**src/rtl/load_store_unit_if.sv**
```systemverilog
// ============================================================================
// Module   : load_store_unit_if
// Brief    : CPU request/response and data-memory signals of the load/store unit.
// Revision : 1.0
// ============================================================================
`default_nettype none

interface load_store_unit_if #(
  parameter int ADDR_W = 6
);
  logic              req_valid;
  logic              req_ready;
  logic              req_we;
  logic [2:0]        req_funct3;
  logic [31:0]       req_addr;
  logic [31:0]       req_wdata;
  logic              resp_valid;
  logic [31:0]       resp_rdata;
  logic              resp_err;
  logic              mem_read;
  logic              mem_write;
  logic [ADDR_W-1:0] mem_addr;
  logic [31:0]       mem_wdata;
  logic [31:0]       mem_rdata;

  // slave: the load/store unit itself
  modport slave (
    input  req_valid, req_we, req_funct3, req_addr, req_wdata, mem_rdata,
    output req_ready, resp_valid, resp_rdata, resp_err,
    output mem_read, mem_write, mem_addr, mem_wdata
  );

  // master: the CPU and data memory around it
  modport master (
    output req_valid, req_we, req_funct3, req_addr, req_wdata, mem_rdata,
    input  req_ready, resp_valid, resp_rdata, resp_err,
    input  mem_read, mem_write, mem_addr, mem_wdata
  );
endinterface

`default_nettype wire

```
**src/rtl/load_store_unit.sv**
```systemverilog
// ============================================================================
// Module   : load_store_unit
// Brief    : Single-request data-memory initiator; sub-word loads, RMW sub-word stores.
// Revision : 1.0
// ============================================================================
`default_nettype none

module load_store_unit #(
  parameter int ADDR_W = 6
) (
  input  wire logic         clk,
  input  wire logic         rst_n,
  load_store_unit_if.slave  bus
);

  localparam logic [1:0] c_IDLE   = 2'd0;
  localparam logic [1:0] c_ACCESS = 2'd1;
  localparam logic [1:0] c_WRITE  = 2'd2;
  localparam logic [1:0] c_RESP   = 2'd3;

  logic [1:0]        r_state;
  logic              r_we;
  logic [2:0]        r_f3;
  logic [ADDR_W+1:0] r_addr;
  logic [31:0]       r_wdata;
  logic [31:0]       r_merge;
  logic [31:0]       r_rdata;
  logic              r_err;

  logic              w_accept;
  logic              w_req_err;
  logic              w_sw;
  logic [7:0]        w_byte;
  logic [15:0]       w_half;
  logic [31:0]       w_load;
  logic [31:0]       w_merged;

  assign w_accept = bus.req_valid && (r_state == c_IDLE);
  assign w_sw     = r_we && (r_f3 == 3'd2);

  // Alignment and funct3 legality, judged on the live request at accept time
  always_comb begin
    w_req_err = 1'b0;
    if (bus.req_we) begin
      case (bus.req_funct3)
        3'd0:    w_req_err = 1'b0;
        3'd1:    w_req_err = bus.req_addr[0];
        3'd2:    w_req_err = (bus.req_addr[1:0] != 2'b00);
        default: w_req_err = 1'b1;
      endcase
    end else begin
      case (bus.req_funct3)
        3'd0, 3'd4: w_req_err = 1'b0;
        3'd1, 3'd5: w_req_err = bus.req_addr[0];
        3'd2:       w_req_err = (bus.req_addr[1:0] != 2'b00);
        default:    w_req_err = 1'b1;
      endcase
    end
  end

  always_comb begin
    w_byte = 8'h00;
    case (r_addr[1:0])
      2'd0: w_byte = bus.mem_rdata[7:0];
      2'd1: w_byte = bus.mem_rdata[15:8];
      2'd2: w_byte = bus.mem_rdata[23:16];
      2'd3: w_byte = bus.mem_rdata[31:24];
      default: w_byte = 8'h00;
    endcase
    w_half = r_addr[1] ? bus.mem_rdata[31:16] : bus.mem_rdata[15:0];
    case (r_f3)
      3'd0:    w_load = {{24{w_byte[7]}}, w_byte};
      3'd1:    w_load = {{16{w_half[15]}}, w_half};
      3'd4:    w_load = {24'h000000, w_byte};
      3'd5:    w_load = {16'h0000, w_half};
      default: w_load = bus.mem_rdata;
    endcase
  end

  // Read-modify-write: only the addressed lane takes the store data
  always_comb begin
    w_merged = bus.mem_rdata;
    if (r_f3 == 3'd0) begin
      case (r_addr[1:0])
        2'd0: w_merged[7:0]   = r_wdata[7:0];
        2'd1: w_merged[15:8]  = r_wdata[7:0];
        2'd2: w_merged[23:16] = r_wdata[7:0];
        2'd3: w_merged[31:24] = r_wdata[7:0];
        default: w_merged = bus.mem_rdata;
      endcase
    end else if (r_addr[1]) begin
      w_merged[31:16] = r_wdata[15:0];
    end else begin
      w_merged[15:0] = r_wdata[15:0];
    end
  end

  always_ff @(posedge clk or negedge rst_n) begin
    if (!rst_n) begin
      r_state <= c_IDLE;
      r_we    <= 1'b0;
      r_f3    <= 3'd0;
      r_addr  <= '0;
      r_wdata <= 32'h0;
      r_merge <= 32'h0;
      r_rdata <= 32'h0;
      r_err   <= 1'b0;
    end else begin
      case (r_state)
        c_IDLE: begin
          if (w_accept) begin
            r_we    <= bus.req_we;
            r_f3    <= bus.req_funct3;
            r_addr  <= bus.req_addr[ADDR_W+1:0];
            r_wdata <= bus.req_wdata;
            if (w_req_err) begin
              r_rdata <= 32'h0;
              r_err   <= 1'b1;
              r_state <= c_RESP;
            end else begin
              r_state <= c_ACCESS;
            end
          end
        end
        c_ACCESS: begin
          r_err <= 1'b0;
          if (!r_we) begin
            r_rdata <= w_load;
            r_state <= c_RESP;
          end else if (w_sw) begin
            r_rdata <= 32'h0;
            r_state <= c_RESP;
          end else begin
            r_merge <= w_merged;
            r_state <= c_WRITE;
          end
        end
        c_WRITE: begin
          r_rdata <= 32'h0;
          r_err   <= 1'b0;
          r_state <= c_RESP;
        end
        default: r_state <= c_IDLE;
      endcase
    end
  end

  assign bus.req_ready  = (r_state == c_IDLE);
  assign bus.resp_valid = (r_state == c_RESP);
  assign bus.resp_rdata = r_rdata;
  assign bus.resp_err   = r_err;
  assign bus.mem_read   = (r_state == c_ACCESS);
  assign bus.mem_write  = ((r_state == c_ACCESS) && w_sw) || (r_state == c_WRITE);
  assign bus.mem_addr   = r_addr[ADDR_W+1:2];
  assign bus.mem_wdata  = ((r_state == c_ACCESS) && w_sw) ? r_wdata :
                          (r_state == c_WRITE)            ? r_merge : 32'h0;

endmodule

`default_nettype wire

```
**src/flat_wrapper.sv**
```systemverilog
// flat-port wrapper written by rule: the top's interface ports become plain ports
module load_store_unit_flat 
#(
  parameter int ADDR_W = 6
)
  (clk, rst_n, bus_req_valid, bus_req_we, bus_req_funct3, bus_req_addr, bus_req_wdata, bus_mem_rdata, bus_req_ready, bus_resp_valid, bus_resp_rdata, bus_resp_err, bus_mem_read, bus_mem_write, bus_mem_addr, bus_mem_wdata);
  load_store_unit_if #(.ADDR_W(ADDR_W)) bus_i ();
  input  wire logic clk;
  input  wire logic rst_n;
  input wire logic [$bits(bus_i.req_valid)-1:0] bus_req_valid;
  input wire logic [$bits(bus_i.req_we)-1:0] bus_req_we;
  input wire logic [$bits(bus_i.req_funct3)-1:0] bus_req_funct3;
  input wire logic [$bits(bus_i.req_addr)-1:0] bus_req_addr;
  input wire logic [$bits(bus_i.req_wdata)-1:0] bus_req_wdata;
  input wire logic [$bits(bus_i.mem_rdata)-1:0] bus_mem_rdata;
  output wire logic [$bits(bus_i.req_ready)-1:0] bus_req_ready;
  output wire logic [$bits(bus_i.resp_valid)-1:0] bus_resp_valid;
  output wire logic [$bits(bus_i.resp_rdata)-1:0] bus_resp_rdata;
  output wire logic [$bits(bus_i.resp_err)-1:0] bus_resp_err;
  output wire logic [$bits(bus_i.mem_read)-1:0] bus_mem_read;
  output wire logic [$bits(bus_i.mem_write)-1:0] bus_mem_write;
  output wire logic [$bits(bus_i.mem_addr)-1:0] bus_mem_addr;
  output wire logic [$bits(bus_i.mem_wdata)-1:0] bus_mem_wdata;
  assign bus_i.req_valid = bus_req_valid;
  assign bus_i.req_we = bus_req_we;
  assign bus_i.req_funct3 = bus_req_funct3;
  assign bus_i.req_addr = bus_req_addr;
  assign bus_i.req_wdata = bus_req_wdata;
  assign bus_i.mem_rdata = bus_mem_rdata;
  assign bus_req_ready = bus_i.req_ready;
  assign bus_resp_valid = bus_i.resp_valid;
  assign bus_resp_rdata = bus_i.resp_rdata;
  assign bus_resp_err = bus_i.resp_err;
  assign bus_mem_read = bus_i.mem_read;
  assign bus_mem_write = bus_i.mem_write;
  assign bus_mem_addr = bus_i.mem_addr;
  assign bus_mem_wdata = bus_i.mem_wdata;
  load_store_unit #(.ADDR_W(ADDR_W)) u_core (.clk(clk), .rst_n(rst_n), .bus(bus_i));
endmodule
```
**config.mk**
```make
export PLATFORM = sky130hd
export DESIGN_NAME = load_store_unit_flat
export DESIGN_NICKNAME = d
export VERILOG_FILES = /design/src/rtl/load_store_unit_if.sv /design/src/rtl/load_store_unit.sv /design/src/flat_wrapper.sv
export SDC_FILE = /design/constraint.sdc
export NUM_CORES = 1
export LEC_CHECK = 0
export BUFFER_PORTS_ARGS = -buffer_cell sky130_fd_sc_hd__buf_2
export CORE_MARGIN = 3
export CORE_UTILIZATION = 40
export DETAILED_ROUTE_END_ITERATION = 6
export SETUP_SLACK_MARGIN = 0.5
export SYNTH_ARGS = -nofsm -noshare
export SYNTH_HDL_FRONTEND = slang
export SYNTH_SLANG_ARGS = --single-unit
```
**constraint.sdc**
```tcl
create_clock -name clk -period 2.6 [get_ports clk]
set_input_delay 0.39 -clock clk [delete_from_list [all_inputs] [get_ports clk]]
set_output_delay 0.39 -clock clk [all_outputs]
set_load 0.05 [all_outputs]
```
==> impl_metrics.csv <==
group,metric,value,unit
status,run_status,"complete, no violations",
placed_design,gp_congestion,0.9154,
clock_tree,cts_tree,"yes",
logic_synthesis,syn_nets,703,
routing,wire_per_inst,18.86,um
placed_design,post_dp_cell_area,7223,um2
floorplan,core_area,14150,um2
routing,antenna_violating_nets_post_route,0,
finish,finish.utilization,0.5722,
logic_synthesis,syn_area,5913,um2
floorplan,design.die.area,16280,um2
setup_path,critPathTopFamily,"simple AND/OR/NAND/NOR gates",
floorplan,die_w,127.6,um
logic_synthesis,postSynthCellCount,596,
sta,finalWorstSetupSlack,0.1854,ns
clock_tree,cts_sinks,111,
sta,timing.fmax,414.1,MHz
clock_tree,cts_h_tree_depth,3,
logic_synthesis,synthDominantAreaCellType,"dfrtp_1",
floorplan,die_height,127.6,um
sta,setup-violations-final,0,
setup_path,worstPathBufferInverterCount,3,
logic_synthesis,synthDominantCellAreaShare,0.4697,
setup_path,critical_path.startpoint_type,"flip-flop",
setup_path,criticalPathCategory,"reg -> out",
setup_path,arrival,2.02,ns
global_routing,maximum_number_of_pins_on_one_net_before_global_route_repair,66,
logic_synthesis,synth.yosys.warnings,0,
global_routing,gr-total-overflow,0,
placed_design,place.port_buffers,153,
clock_tree,clk_root_buffer_cell,"clkbuf_16",
sta,finalWorstPathRequiredPeriod,2.415,ns
routing,drt_pass1_iterations,4,
finish,layout.nets,850,
setup_path,end_kind,"output pin",
setup_path,crit_path_cell_trace,"or3b_4, nor2_4, buf_6, clkbuf_16, nand2_1, o21ai_4, buf_8",
finish,mostFrequentLayoutCell,"buf_2",
finish,synthToLayoutAreaGrowth,36.92,%
sta,worst_slew_margin_relative_to_its_limit,0.4942,
routing,first_iter_violations,316,
logic_synthesis,synth_seq_area_share,0.4697,
setup_path,critical_path_required_time,2.21,ns
global_routing,grt_pass1_wl,27590,um
clock_tree,clock_latency,0.36,ns
routing,postRouteWirelength,17520,um
setup_path,critPathMaxStageDelay,0.42,ns
sta,worst-slew-pin-transition,0.7587,ns
logic_synthesis,yosys.cell_types.count,39,
sta,timing.final.max_slew_violations,0,
finish,postLayoutCellArea,8097,um2
global_routing,grt.total_usage,0.2171,
sta,final.period_utilization,0.9287,
sta,worst_clk_skew,0.006891,ns
power_and_ir_drop,p_leak,3.750,nW
hold_path,min-delay-path-class,"in -> async",
routing,num_vias,4981,
global_routing,grt_antenna_before_repair,3,
finish,mostFrequentLayoutCells,"buf_2, dfrtp_1, nand2_1",
logic_synthesis,ys_seq_elements,111,
clock_tree,post_cts_hold_buffer_count,0,
clock_tree,tritoncts.num_buffers,9,
sta,setup_total_negative_slack,0,ns
sta,grt_setup_unrepaired,"yes",
floorplan,io_pins,178,
clock_tree,clock_path_buffers,2,
logic_synthesis,syn_area_per_cell,9.921,um2
floorplan,placementRows,43,
job,cap_violations,0,
logic_synthesis,synth.area.top_cells,"dfrtp_1, mux2_2, nand2_1",
sta,holdWs,0.06621,ns
placed_design,dpl.hpwl,12730,um
power_and_ir_drop,vdd_ir_drop_max,748.2,uV
global_routing,via_count_of_the_first_global_routing_pass,5121,
setup_path,critPathSlowestCell,"or3b_4",
routing,route.detailed.vias_per_inst,5.362,
setup_path,worst_path_max_fanout,7,
placed_design,placement.setup.worst_slack,0.2574,ns
sta,hold_violations,0,
clock_tree,cts.reportedPaths.clkPinSlew,0.07,ns
finish,post_route_cells_drive_above_1_share,0.4559,
floorplan,initial_core_util,0.4179,
routing,remaining_drc_errors,0,
finish,layout.filler_cells,1226,
power_and_ir_drop,power_density,1418,nW/um2
[sequential cells by signal, summed over array words and instances, names as in the netlist]
| register | cells |
|---|---|
| u_core.bus.resp_rdata | 32 |
| u_core.r_merge | 32 |
| u_core.r_wdata | 32 |
| u_core.r_addr | 8 |
| u_core.r_f3 | 3 |
| u_core.r_state | 2 |
| u_core.bus.resp_err | 1 |
| u_core.r_we | 1 |
[metal layers]
metal  global-route usage  routed length (um)  up-vias
met5                    0                  21        -
met4              0.05618                 282        4
met3              0.06187                1209       24
met2               0.3735                8886      163
met1               0.2690                7124     2408
li1                     -                   -     2382
[worst paths after layout]
| kind | start | end | slack (ns) | depth (start not counted) |
|---|---|---|---|---|
| min in group clk | bus_req_wdata[1] | u_core.r_wdata[1] | 0.26 | 2 |
| min reg2reg | u_core.r_merge[14] | u_core.r_merge[14] | 0.48 | 2 |
| max reg2reg | u_core.r_state[0] | u_core.bus.resp_rdata[25] | 0.60 | 7 |
| max in group asynchronous | rst_n | u_core.bus.resp_rdata[15] | 1.76 | 2 |
| max | u_core.r_f3[2] | bus_mem_wdata[9] | 0.19 | 7 |
| min | rst_n | u_core.r_wdata[16] | 0.07 | 1 |
[through the flow]
stage	cells	total power [mW]
global placement	897	9.272
CTS	926	11.42
finish	929	11.48
global route	929	12.16
floorplan	596	8.043
detailed placement	897	9.418
[kinds of logic after synthesis]
family                     after synthesis  share of synthesized area
and+or+nand+nor                        170                     0.1225
adders and majority gates                4                   0.008464
buffers and inverters                   66                    0.05099
DFF                                    111                     0.4697
muxes                                  110                     0.2059
AOI/OAI and AO/OA                      135                     0.1424
[cell usage after synthesis]
| cell type | count |
|---|---|
| a222oi_1 | 1 |
| o21ai_0 | 72 |
| nand2b_1 | 12 |
| buf_6 | 2 |
| a221oi_1 | 8 |
| a21oi_2 | 1 |
| nand3_2 | 1 |
| a221oi_4 | 1 |
| o31ai_1 | 7 |
| inv_1 | 16 |
| nor2b_1 | 5 |
| clkbuf_1 | 31 |
| nand4_1 | 1 |
| nand3_1 | 1 |
| nor2_1 | 26 |
| mux4_2 | 1 |
| a31oi_1 | 1 |
| mux2_2 | 83 |
| a32oi_1 | 1 |
| nand2_1 | 103 |
| or2_2 | 1 |
| mux2i_1 | 26 |
| o221ai_1 | 1 |
| buf_4 | 8 |
| nand3b_1 | 1 |
| o21ai_1 | 1 |
| ha_1 | 4 |
| buf_1 | 2 |
| a21o_1 | 1 |
| a211oi_1 | 1 |
| nor3_1 | 18 |
| o21bai_1 | 1 |
| o21a_1 | 1 |
| buf_2 | 7 |
| dfrtp_1 | 111 |
| a21oi_1 | 18 |
| o211ai_1 | 1 |
| o2bb2ai_1 | 18 |
| or3b_2 | 1 |
[layout make-up]
class | instances | area [um2] | share of cell area
Antenna cell | 1 | 2.502 | 0.0003091
Clock buffer | 9 | 225.2 | 0.02782
Clock inverter | 7 | 96.34 | 0.01190
Inverter | 16 | 60.06 | 0.007418
Multi-Input combinational cell | 419 | 3278 | 0.4049
Sequential cell | 111 | 2778 | 0.3431
Tap cell | 180 | 225.2 | 0.02782
Timing Repair Buffer | 186 | 1431 | 0.1768
[power breakdown]
group          total, mW  internal [mW]  switching, mW  leakage, nW
Clock               1.50          0.848          0.655        0.160
Sequential          3.14           2.56          0.577         1.38
Combinational       6.84           2.58           4.26         2.20
[timing repair]
action,CTS,global route
pin swaps,3,8
setup buffers,10,1
endpoints found under the setup margin,63,73
gates resized for setup,81,21
cloned,3,1
Power figures use the tool's default switching activity.
